$ cat src/rtl/vga_timing_pkg.sv
// Shared VGA raster types and 640x480@60 timing constants.
// Combinational helpers only; no latency, no backpressure.
package vga_timing_pkg;

    typedef enum logic [1:0] {
        ACTIVE = 2'd0,
        FRONT  = 2'd1,
        SYNC   = 2'd2,
        BACK   = 2'd3
    } vga_phase_t;

    localparam int unsigned VGA_H_ACTIVE = 640;
    localparam int unsigned VGA_H_FP     = 16;
    localparam int unsigned VGA_H_SYNC   = 96;
    localparam int unsigned VGA_H_BP     = 48;
    localparam int unsigned VGA_V_ACTIVE = 480;
    localparam int unsigned VGA_V_FP     = 10;
    localparam int unsigned VGA_V_SYNC   = 2;
    localparam int unsigned VGA_V_BP     = 33;
    localparam int unsigned VGA_WIDTH    = 10;

    function automatic int unsigned vga_total(input int unsigned act_len,
                                              input int unsigned fp_len,
                                              input int unsigned sync_len,
                                              input int unsigned bp_len);
        return act_len + fp_len + sync_len + bp_len;
    endfunction

endpackage

$ cat src/rtl/vga_phase_fsm.sv
// One-axis raster phase tracker: decodes count into ACTIVE/FRONT/SYNC/BACK.
// Phase is valid one clk edge after an advance-qualified sample; no backpressure.
module vga_phase_fsm
    import vga_timing_pkg::*;
#(
    parameter int unsigned N_ACTIVE = VGA_H_ACTIVE,
    parameter int unsigned N_FP     = VGA_H_FP,
    parameter int unsigned N_SYNC   = VGA_H_SYNC,
    parameter int unsigned N_BP     = VGA_H_BP,
    parameter int unsigned WIDTH    = VGA_WIDTH
) (
    input  logic             clk,
    input  logic             rst,
    input  logic             advance,
    input  logic [WIDTH-1:0] count,
    output vga_phase_t       phase
);

    // One extra bit so a boundary equal to 2^WIDTH still compares correctly.
    localparam logic [WIDTH:0] FRONT_AT = (WIDTH+1)'(N_ACTIVE);
    localparam logic [WIDTH:0] SYNC_AT  = (WIDTH+1)'(N_ACTIVE + N_FP);
    localparam logic [WIDTH:0] BACK_AT  = (WIDTH+1)'(N_ACTIVE + N_FP + N_SYNC);

    logic [WIDTH:0] cnt_ext;
    vga_phase_t     phase_next;

    assign cnt_ext = {1'b0, count};

    always_comb begin
        phase_next = phase;
        if (advance) begin
            // Back porch also absorbs out-of-range counts.
            phase_next = BACK;
            if (cnt_ext < FRONT_AT) begin
                phase_next = ACTIVE;
            end else if (cnt_ext < SYNC_AT) begin
                phase_next = FRONT;
            end else if (cnt_ext < BACK_AT) begin
                phase_next = SYNC;
            end
        end
    end

    always_ff @(posedge clk or negedge rst) begin
        if (!rst) begin
            phase <= BACK;
        end else begin
            phase <= phase_next;
        end
    end

endmodule

$ cat src/rtl/vga_sync_decoder.sv
// VGA timing decoder (hsync/vsync/active/x/y/strobes); one clk edge latency, clk_en-paced, no backpressure.
// Define VGA_SYNC_CHECK_EN to build the sticky raster-sequence checker driving seq_err.
module vga_sync_decoder
    import vga_timing_pkg::*;
#(
    parameter int unsigned H_ACTIVE = VGA_H_ACTIVE,
    parameter int unsigned H_FP     = VGA_H_FP,
    parameter int unsigned H_SYNC   = VGA_H_SYNC,
    parameter int unsigned H_BP     = VGA_H_BP,
    parameter int unsigned V_ACTIVE = VGA_V_ACTIVE,
    parameter int unsigned V_FP     = VGA_V_FP,
    parameter int unsigned V_SYNC   = VGA_V_SYNC,
    parameter int unsigned V_BP     = VGA_V_BP,
    parameter int unsigned WIDTH    = VGA_WIDTH,
    parameter bit          SYNC_POL = 1'b0
) (
    input  logic             clk,
    input  logic             rst,
    input  logic             clk_en,
    input  logic [WIDTH-1:0] h_count,
    input  logic [WIDTH-1:0] v_count,
    output logic             hsync,
    output logic             vsync,
    output logic             active,
    output logic [WIDTH-1:0] x,
    output logic [WIDTH-1:0] y,
    output logic             line_start,
    output logic             frame_start,
    output logic             seq_err
);

    vga_phase_t       h_phase;
    vga_phase_t       v_phase;
    logic             primed;
    logic             h_zero;
    logic             v_adv;
    logic [WIDTH-1:0] h_q;
    logic [WIDTH-1:0] v_q;

    assign h_zero = (h_count == '0);
    // The first tick after reset re-decodes V directly instead of waiting for a line wrap.
    assign v_adv  = clk_en && (h_zero || !primed);

    vga_phase_fsm #(
        .N_ACTIVE (H_ACTIVE),
        .N_FP     (H_FP),
        .N_SYNC   (H_SYNC),
        .N_BP     (H_BP),
        .WIDTH    (WIDTH)
    ) u_h_fsm (
        .clk     (clk),
        .rst     (rst),
        .advance (clk_en),
        .count   (h_count),
        .phase   (h_phase)
    );

    vga_phase_fsm #(
        .N_ACTIVE (V_ACTIVE),
        .N_FP     (V_FP),
        .N_SYNC   (V_SYNC),
        .N_BP     (V_BP),
        .WIDTH    (WIDTH)
    ) u_v_fsm (
        .clk     (clk),
        .rst     (rst),
        .advance (v_adv),
        .count   (v_count),
        .phase   (v_phase)
    );

    always_ff @(posedge clk or negedge rst) begin
        if (!rst) begin
            primed      <= 1'b0;
            h_q         <= '0;
            v_q         <= '0;
            line_start  <= 1'b0;
            frame_start <= 1'b0;
        end else begin
            line_start  <= 1'b0;
            frame_start <= 1'b0;
            if (clk_en) begin
                primed      <= 1'b1;
                h_q         <= h_count;
                v_q         <= v_count;
                line_start  <= h_zero;
                frame_start <= h_zero && (v_count == '0);
            end
        end
    end

    assign hsync  = (h_phase == SYNC) ? SYNC_POL : !SYNC_POL;
    assign vsync  = (v_phase == SYNC) ? SYNC_POL : !SYNC_POL;
    assign active = (h_phase == ACTIVE) && (v_phase == ACTIVE);
    assign x      = active ? h_q : '0;
    assign y      = active ? v_q : '0;

`ifdef VGA_SYNC_CHECK_EN
    localparam int unsigned    H_TOTAL = vga_total(H_ACTIVE, H_FP, H_SYNC, H_BP);
    localparam int unsigned    V_TOTAL = vga_total(V_ACTIVE, V_FP, V_SYNC, V_BP);
    localparam logic [WIDTH-1:0] H_LAST = WIDTH'(H_TOTAL - 1);
    localparam logic [WIDTH-1:0] V_LAST = WIDTH'(V_TOTAL - 1);

    logic             err_q;
    logic             h_wrap;
    logic [WIDTH-1:0] exp_h;
    logic [WIDTH-1:0] exp_v;

    // h_q/v_q hold the previous qualified sample, which is what the raster must follow.
    always_comb begin
        h_wrap = (h_q == H_LAST);
        exp_h  = h_wrap ? '0 : h_q + 1'b1;
        exp_v  = v_q;
        if (h_wrap) begin
            exp_v = (v_q == V_LAST) ? '0 : v_q + 1'b1;
        end
    end

    always_ff @(posedge clk or negedge rst) begin
        if (!rst) begin
            err_q <= 1'b0;
        end else if (clk_en && primed && ((h_count != exp_h) || (v_count != exp_v))) begin
            err_q <= 1'b1;
        end
    end

    assign seq_err = err_q;
`else
    assign seq_err = 1'b0;
`endif

endmodule

$ cat config.mk
export PLATFORM = sky130hd
export DESIGN_NAME = vga_sync_decoder
export DESIGN_NICKNAME = d
export VERILOG_FILES = /design/src/rtl/vga_timing_pkg.sv /design/src/rtl/vga_phase_fsm.sv /design/src/rtl/vga_sync_decoder.sv
export SDC_FILE = /design/constraint.sdc
export NUM_CORES = 1
export LEC_CHECK = 0
export CORE_MARGIN = 8
export CORE_UTILIZATION = 35
export CTS_CLUSTER_SIZE = 10
export DETAILED_ROUTE_END_ITERATION = 7
export PLACE_DENSITY = 0.7
export SLEW_MARGIN = 10
export SYNTH_ARGS = -nofsm -noshare
export SYNTH_HDL_FRONTEND = slang
export SYNTH_SLANG_ARGS = --single-unit
$ cat constraint.sdc
create_clock -name clk -period 1.4 [get_ports clk]
set_input_delay 0.14 -clock clk [delete_from_list [all_inputs] [get_ports clk]]
set_output_delay 0.14 -clock clk [all_outputs]
set_load 0.005 [all_outputs]
After elaboration in Yosys (flattened, before gate mapping):

Cells that the tools add are included.
W data, S select, Z words.

* add/sub/neg operators: 0
* multiply operators: 0
* div/mod/pow operators: 0
* magnitude comparators: 6
* eq/ne operators: 2
* shift operators: 0
* mux-type cells: 12
* bitwise operators: 0
* reduce and logical (&&, ||, !) cells: 9

Operators by type and width (number)
* $lt A10 B10 Y1 const B: 3
* $lt A10 B9 Y1 const B: 3
* $logic_not A10 Y1: 2
* $mux W10: 2
* $mux W2: 4
* $mux W1: 6
* $eq A2 B2 Y1 const B: 2
* $logic_not A2 Y1: 2
* $logic_and A1 B1 Y1: 3
* $logic_not A1 Y1: 1
* $logic_or A1 B1 Y1: 1

* flip-flop bits (word level): 27
* latch bits: 0
* memory bits (writable): 0
* bits in read-only memories: 0
* bits of input ports: 23
* output and inout port bits: 26
* word-level logic and storage cells: 36
* memories: 0

Longest topological paths before layout:

Gate-level depths: netlist (run 1).

* depth in word-level cells: 4
* mapped depth: 5
* depth with buffers taken out: 4

By module:

A second synthesis (run 1) with hierarchy kept.

* cells, all modules: 109
* area total of the unflattened synthesis: 1305.0 µm²

By module, submodules not included
* vga_sync_decoder: instances 1, cells each 85, area an instance 1072.3 µm², seq. area each 575.6 µm²
* vga_phase_fsm (u_h_fsm): instances 1, cells each 12, area an instance 120.1 µm², seq. area each 52.6 µm²
* vga_phase_fsm (u_v_fsm): instances 1, cells each 12, area an instance 112.6 µm², seq. area each 52.6 µm²

Worst setup path before layout (run 1):

No wires, ideal clock.

* path type: input -> register
* from: input port clk_en
* to: register u_v_fsm.phase[1]
* library setup time: 82 ps
* arrival time: 1288 ps
* required time: 1318 ps
* path slack: 29 ps
* cell stages on the path: 5
* buffers on the path: 1
* cell sequence: buf_4 > or4b_1 > nor3_2 > a21oi_2 > mux2_4

* longest elaborated chain between the ends: 1

Ends and longest elaborated chain
* start: declaration: RTL line vga_sync_decoder.sv:19 `input logic clk_en,`
* $logic_and A1 B1 Y1: RTL line vga_sync_decoder.sv:42 `assign v_adv = clk_en && (h_zero || !primed);`
* end signal: assignment: RTL line vga_phase_fsm.sv:48 `phase <= phase_next;`
* end: declaration: RTL line vga_phase_fsm.sv:16 `output vga_phase_t phase`

No other way between the ends.
A chain may end at the register's enable or synchronous reset.

Worst setup path after layout (run 1):

* from: register u_v_fsm.phase[0]
* to: output port x[1]

* longest elaborated chain between the ends: 3

Ends and longest elaborated chain
* $logic_not A2 Y1: RTL line vga_sync_decoder.sv:94 `assign active = (h_phase == ACTIVE) && (v_phase == ACTIVE);`
* $logic_and A1 B1 Y1: RTL line vga_sync_decoder.sv:94
* $mux W10: RTL line vga_sync_decoder.sv:95 `assign x = active ? h_q : '0;`
* end: declaration: RTL line vga_sync_decoder.sv:25 `output logic [WIDTH-1:0] x,`

No other way between the ends.

==> results of run 1 <==
==> worst max-delay path, stage by stage, from the launching register on <==
cell and delay [ns]:
dfstp_2 0.41, nor4_4 0.36, buf_4 0.18, buf_6 0.10, buf_6 0.09, and2_4 0.13, buf_6 0.09
==> metal layers <==
metal	global-route usage (%)	up-vias	wire (um)
met3	1.533	4	110
met1	13.79	511	1499
met4	6.275	0	48
li1	-	505	-
met2	20.65	15	1808
met5	0	-	0
==> final cells by class <==
| class | instances | area share, % |
|---|---|---|
| clock buffers | 3 | 1.078 |
| clock inverters | 1 | 0.3595 |
| inverters | 5 | 0.8987 |
| multi-input cells | 69 | 29.06 |
| flip-flops and latches | 27 | 32.59 |
| well taps | 48 | 2.876 |
| repair buffers | 72 | 33.13 |
==> state kept, by name, summed over array words and instances (netlist names) <==
| signal | flops |
|---|---|
| line_start | 1 |
| u_h_fsm.phase | 2 |
| frame_start | 1 |
| u_v_fsm.phase | 2 |
| v_q | 10 |
| h_q | 10 |
| primed | 1 |
==> cell usage after synthesis <==
cell type   n
a21oi_1     2
a21oi_2     1
a31oi_1     1
and2_1     20
and4_1      1
buf_4       2
clkbuf_1    4
conb_1      1
dfrtp_1    23
dfstp_2     4
inv_1       5
mux2_2     19
mux2_4      1
mux2i_1     1
nand2_1     4
nand3_1     1
nand4_1     1
nor2_1      3
nor3_2      1
nor4_1      3
o21a_1      1
o21ai_0     1
o21bai_1    1
o22ai_1     2
or2_2       1
or3_1       1
or4_1       1
or4b_1      1
==> power breakdown <==
part,internal (uW),switching [uW]
registers,857,41.3
clock network,109,240
logic,254,146
==> cells by family after synthesis <==
family / Yosys count / synth area share [%]
DFF: 27 / 54.02
and+or+nand+nor: 38 / 18.27
muxes: 21 / 18.97
AOI/OAI and AO/OA: 9 / 4.568
other: 1 / 0.2976
buffers and inverters: 11 / 3.872
==> per-stage QoR <==
step           setup TNS (ns)  instance area, sq um  hold WS (ns)
2_1_floorplan               0                  1260       -0.1556
6_report               -7.253                  2088       0.07882
3_3_place_gp           -7.351                  1864        0.4538
4_1_cts                -7.699                  1997        0.1565
5_1_grt                -9.017                  2088       0.08663
3_5_place_dp           -7.545                  1864        0.4570
==> how the worst max path moves through the flow <==
stage / slack, ns / end / from / cells after the start
2_1_floorplan: 0.03 / u_v_fsm.phase[1] / clk_en / 5
6_report: -0.43 / x[1] / u_v_fsm.phase[0] / 6
3_5_place_dp: -0.44 / u_v_fsm.phase[1] / h_count[9] / 5
4_1_cts: -0.44 / x[1] / u_h_fsm.phase[1] / 6
3_3_place_gp: -0.38 / u_v_fsm.phase[1] / h_count[0] / 5
5_1_grt: -0.52 / y[8] / u_v_fsm.phase[0] / 6
==> repair_timing <==
item                       CTS  global route
resized for setup          130            23
pin swaps                   18             9
setup endpoints to repair   26            25
buffers inserted             9             2
cloned                       2             0
==> flow_summary.toml, run 1 <==
[die]
rows = 22
coreArea_sq_um = 3551
ios = 49
die_h_um = 76
start_util_pct = 35.48
die_area_sq_um = 5776
die_x_um = 76

[drt]
drt-pass1-iter-count = 4
dr.first_iter.drc_count = 25
avgRoutedWirePerCell_um = 15.40
drt-total-wl_mm = 3.466
avgViaCountPerCell = 4.600
postRouteAntennaNets = 0
vias = 1035
drcViolationCount = 0

[synthesis]
syn_avg_cell_area_sq_um = 11.78
ys_seq_area_share_pct = 54.02
synth_area_sq_um = 1260
synth.distinct_cells = 28
synth_top_cell_area_share_pct = 45.68
yosys_warnings = 0
synth_seq_cells = 27
yosys.area.top_type = "dfrtp_1"
syn_nets = 130
synthTopCellsByArea = "dfrtp_1, mux2_2, and2_1, dfstp_2, inv_1"
synthCells = 107

[global_route]
grt-ovfl-total = 0
grt.total_usage_pct = 11.88
grt_pass1_vias = 1183
antenna_found_initial = 0
grt_pass1_wl_mm = 5.747
grt_max_degree = 28

[final_layout]
multiInputGateArea_sq_um = 606.8
final_util_pct = 58.81
layout.nets = 201
layout_commonest_cell = "buf_6"
final_cell_mix = "buf_6, dfrtp_1, mux2_2"
n_antenna_cell = 0
area_growth_syn_to_layout_pct = 65.74
drive_gt1_share_pct = 57.06
seq_area_sq_um = 680.7
fin_cells = 225
nFillCells = 280

[place]
place.gp.congestion = 0.8085
post-place-ws_ns = -0.4356
portBuffers = 47
dp_hpwl_mm = 2.469
dp_cells = 209

[timing]
hold_viol_final = 0
slew_violations = 0
fin_skew_ns = 0.00006331
finalSetupViolCount = 21
rsz0062_at_grt = "yes"
clock.fmax_ghz = 0.5459
period_minus_slack_ns = 1.832
finalWorstSetupSlack_ns = -0.4317
timing.final.crit_share_pct = 130.8

[power]
powerDensity_nw_per_um2 = 788.6
p_leak_uw = 0.001004
power_uw = 1647
ir_drop_v = 0.0003499

[clocking]
cts.sinks = 27
cts.clk_slew.worst_paths_ns = 0.15
cts_made_buffers = 3
htree_levels = 1
clk_latency_ns = 0.32
cts_tree = "done"
cts_root_buf = "clkbuf_4"
clk_path_buf_depth = 2
cts_hold_buf = 0

[run]
maxCapViolations = 0

[critical_path]
critPathRequiredTime_ns = 1.26
cp-start-kind = "flip-flop"
arrival_ns = 1.69
crit_path_end_kind = "primary output"
reg2reg_to = "u_h_fsm.phase[1]"
cp_max_fo = 4
setup.worst_path.class = "reg -> out"
r2r_start = "u_h_fsm.phase[1]"
r2r_slack_ns = 0.43
rr_worst_depth = 3

[min_path]
holdPathEnd = "h_q[0]"
hp-class = "in -> reg"
min_path_cells = 2
min-delay-start = "h_count[0]"

[status]
outcome = "complete, but fails checks"
violations = "negative setup slack"
No activity file was read; power rests on OpenSTA's default activity.
==> inputs of run 2 (changes only) <==
--- a/constraint.sdc
+++ b/constraint.sdc
@@ -3,2 +3,2 @@
 set_output_delay 0.14 -clock clk [all_outputs]
-set_load 0.005 [all_outputs]
+set_load 0.1 [all_outputs]
==> flow_summary.toml, run 2 (same netlist as run 1, synthesis figures left out) <==
[final_layout]
fin_cells = 212
largestRegisters = "h_q x10, v_q x10"
final_cell_mix = "buf_12, dfrtp_1, and2_4"
nFillCells = 263
layout.nets = 188
seq_area_sq_um = 680.7
layout_commonest_cell = "buf_12"
multiInputGateArea_sq_um = 614.3
drive_gt1_share_pct = 57.32
area_growth_syn_to_layout_pct = 76.46
n_antenna_cell = 0

[die]
ios = 49
die_x_um = 76
die_area_sq_um = 5776
die_h_um = 76
coreArea_sq_um = 3551
start_util_pct = 35.48
rows = 22

[clocking]
cts_made_buffers = 3
clk_path_buf_depth = 2
cts_hold_buf = 0
cts_setup_buffers = 0
cts.sinks = 27
cts_tree = "done"
cts.clk_slew.worst_paths_ns = 0.14
htree_levels = 1
cts_root_buf = "clkbuf_4"
clk_latency_ns = 0.31

[timing]
fin_skew_ns = 0.006225
period_minus_slack_ns = 1.703
finalSetupViolCount = 21
hold_viol_final = 0
slew_violations = 0
clock.fmax_ghz = 0.5872
finalWorstSetupSlack_ns = -0.3029
timing.final.crit_share_pct = 121.6
finalSetupTns_ns = -6.037
rsz0062_at_grt = "yes"

[global_route]
grt_pass1_vias = 1064
grt-ovfl-total = 0
grt_pass1_wl_mm = 5.326
antenna_found_initial = 0
grt.total_usage_pct = 10.95
grt_max_degree = 28

[critical_path]
cp_top_family = "simple AND/OR/NAND/NOR gates"
crit_path_end_kind = "primary output"
slowest_stage = "dfstp_2"
arrival_ns = 1.56
r2r_start = "primed"
cp_cell_sequence = "nor4_4 -> buf_12 -> and2_4 -> buf_12"
cp-start-kind = "flip-flop"
crit_buf_inv = 2
critPathRequiredTime_ns = 1.26
cp_max_fo = 21
crit_path_frequent_cell = "buf_12"
setup.worst_path.class = "reg -> out"
startpoint = "u_v_fsm.phase[0]"
critical-path-max-stage-delay_ns = 0.40

[run]
maxCapViolations = 0

[drt]
dr.first_iter.drc_count = 14
vias = 986
drt-total-wl_mm = 3.148
met3_length_um = 71
avgRoutedWirePerCell_um = 14.85
top_layer_used = "met4"
routed-wl-met2_mm = 1.788
avgViaCountPerCell = 4.651
drcViolationCount = 0
drt-pass1-iter-count = 3
met1_length_mm = 1.260
postRouteAntennaNets = 0

[power]
ir_drop_v = 0.0004553
power_uw = 1881
powerDensity_nw_per_um2 = 846.1
p_leak_uw = 0.0009892

[min_path]
min-delay-start = "h_count[0]"
hp-class = "in -> reg"

[place]
portBuffers = 47
dp_cells = 208
dp_hpwl_mm = 2.583
place.gp.congestion = 0.7816

[status]
violations = "negative setup slack"
outcome = "complete, but fails checks"
-- run 2: worst paths after layout --
| check | cells past startpoint | slack [ns] | to |
|---|---|---|---|
| worst max-delay path | 4 | -0.30 | y[3] |
| worst min-delay path | 2 | 0.09 | h_q[0] |
| max in group asynchronous | 2 | 0.91 | u_v_fsm.phase[1] |
| min in group asynchronous | 2 | 0.18 | h_q[7] |
| worst max register to register | 3 | 0.45 | u_v_fsm.phase[1] |
| worst min register to register | 1 | 0.50 | primed |
-- run 2: through the flow --
step / setup slack, ns / area (sq um) / hold WS (ns) / util, %
2_1_floorplan: -0.05241 / 1349 / -0.1556 / -
3_3_place_gp: -0.3850 / 2177 / 0.4531 / 61.31
3_5_place_dp: -0.4061 / 2177 / 0.4584 / 61.31
4_1_cts: -0.3334 / 2213 / 0.1933 / 62.33
5_1_grt: -0.3826 / 2223 / 0.08961 / 62.61
6_report: -0.3029 / 2223 / 0.09489 / 62.61
-- run 2: what timing repair did --
| item | CTS | global route |
|---|---|---|
| endpoints found under the setup margin | 24 | 25 |
| resized for setup | 9 | 5 |
| pin swaps | 3 | 3 |
-- run 2: per-layer routing --
layer  vias to the layer above  global-route usage (%)
met5                         -                       0
met4                         0                   3.529
met3                         2                   1.415
met2                        13                   20.48
met1                       490                   12.35
li1                        481                       -
-- run 2: power breakdown --
group          switching (uW)  internal, uW  total, uW
Combinational             372           288        659
Clock                     215           107        321
Sequential               44.3           857        901
-- run 2: final cells by class --
| class | instances | share of cell area, % |
|---|---|---|
| tap | 48 | 2.701 |
| sequential | 27 | 30.61 |
| clock inverter | 1 | 0.2251 |
| inverter | 5 | 0.8441 |
| clock buffer | 3 | 1.013 |
| multi-input combinational | 69 | 27.63 |
| timing repair buffer | 59 | 36.97 |
==> inputs of run 3 (changes only) <==
- DONT_BUFFER_PORTS: unset -> 1
- PLACE_DENSITY: 0.7 -> 0.53
==> flow_summary.toml, run 3 (same netlist as run 1, synthesis figures left out) <==
[status]
outcome = "complete, but fails checks"
violations = "negative setup slack"

[timing]
timing.final.crit_share_pct = 127.8
slew_violations = 0
fin_hold_ws_ns = 0.01367
relSlewSlack_pct = 34.19
clock.fmax_ghz = 0.5590
tightest_slew_ns = 0.9871
fin_skew_ns = 0.0002531
finalSetupTns_ns = -7.605
hold_viol_final = 0
finalWorstSetupSlack_ns = -0.3888
rsz0062_at_grt = "yes"
finalSetupViolCount = 21
period_minus_slack_ns = 1.789

[die]
coreArea_sq_um = 3551
die_area_sq_um = 5776
rows = 22
die_x_um = 76
start_util_pct = 35.48
die_h_um = 76
ios = 49

[critical_path]
cp_top_family = "simple AND/OR/NAND/NOR gates"
crit_path_end_kind = "primary output"
crit_buf_inv = 2
cp_cell_sequence = "nor4_4 -> buf_4 -> and2_4 -> buf_12"
critPathRequiredTime_ns = 1.26
slowest_stage = "dfstp_2"
cp-start-kind = "flip-flop"
r2r_start = "u_v_fsm.phase[0]"
critical-path-max-stage-delay_ns = 0.42
startpoint = "u_v_fsm.phase[0]"
cp_max_fo = 7
setup.worst_path.class = "reg -> out"
arrival_ns = 1.65

[drt]
dr.first_iter.drc_count = 54
drcViolationCount = 0
postRouteAntennaNets = 0
vias = 982
avgRoutedWirePerCell_um = 16.79
avgViaCountPerCell = 4.910
drt-total-wl_mm = 3.357
drt-pass1-iter-count = 4

[final_layout]
final_cell_mix = "dfrtp_1, dlygate4sd3_1, and2_4"
largestRegisters = "h_q x10, v_q x10"
layout.nets = 176
n_antenna_cell = 0
drive_gt1_share_pct = 53.29
layout_commonest_cell = "dfrtp_1"
fin_cells = 200
nFillCells = 312
area_growth_syn_to_layout_pct = 59.48

[min_path]
min-delay-start = "h_count[8]"
hp-class = "in -> reg"

[run]
maxCapViolations = 0

[place]
post-place-ws_ns = -0.04131
portBuffers = 0
dp_hpwl_mm = 2.383
dp_cells = 171
place.gp.congestion = 0.7221

[clocking]
cts.clk_slew.worst_paths_ns = 0.15
cts_root_buf = "clkbuf_4"
cts_made_buffers = 3
cts_tree = "done"
clk_path_buf_depth = 2
clk_latency_ns = 0.32
cts.sinks = 27
htree_levels = 1

[global_route]
grt_pass1_vias = 1088
grt-ovfl-total = 0
grt.total_usage_pct = 11.74
antenna_found_initial = 0
grt_max_degree = 28
grt_pass1_wl_mm = 5.582

[power]
p_leak_uw = 0.0008784
power_uw = 1838
powerDensity_nw_per_um2 = 914.6
ir_drop_v = 0.0005571
-- run 3: stage by stage --
stage                     util, %  area, sq um
final                       56.59         2009
after global routing        56.59         2009
after CTS                   56.24         1997
after detailed placement    48.27         1714
after global placement      48.27         1714
after floorplan                 -         1349
-- run 3: power breakdown --
group / total [uW] / switching (uW) / internal, uW / leakage [uW]
sequential: 904 / 47.2 / 857 / 0.000313
clock: 339 / 232 / 107 / 0.0000177
combinational: 595 / 350 / 245 / 0.000548
total: 1840 / 629 / 1210 / 0.000878
-- run 3: layout make-up --
type                    count  area [sq um]  share of cell area [%]
inverters                   5         18.77                  0.9340
clock buffers               3         22.52                   1.121
multi-input cells          69         600.6                   29.89
well taps                  48         60.06                   2.989
flip-flops and latches     27         680.7                   33.87
repair buffers             47         621.8                   30.95
clock inverters             1         5.005                  0.2491
-- run 3: timing repair --
| action | in CTS | in global routing |
|---|---|---|
| buffers inserted | 1 | 1 |
| pin swaps | 8 | 5 |
| hold buffers | 23 | 0 |
| endpoints found under the hold margin | 51 | 0 |
| gates resized for setup | 4 | 3 |
| setup endpoints to repair | 23 | 45 |
-- run 3: final timing paths --
| kind | end | slack [ns] | cells past startpoint |
|---|---|---|---|
| setup / recovery | y[3] | -0.39 | 4 |
| hold / removal | u_h_fsm.phase[0] | 0.01 | 2 |
| setup reg to reg | u_v_fsm.phase[0] | 0.44 | 3 |
| hold reg to reg | primed | 0.49 | 1 |
| max in group asynchronous | u_v_fsm.phase[0] | 0.92 | 2 |
| min in group asynchronous | h_q[3] | 0.25 | 2 |
-- run 3: metal layers --
| layer | GRT usage (%) | share of wire [%] | vias up |
|---|---|---|---|
| met2 | 20.91 | 56 | 25 |
| met1 | 12.34 | 36 | 493 |
| met4 | 6.275 | 3.7 | 0 |
| met3 | 2.948 | 4.4 | 12 |
| li1 | - | - | 452 |
| met5 | 0 | 0 | - |
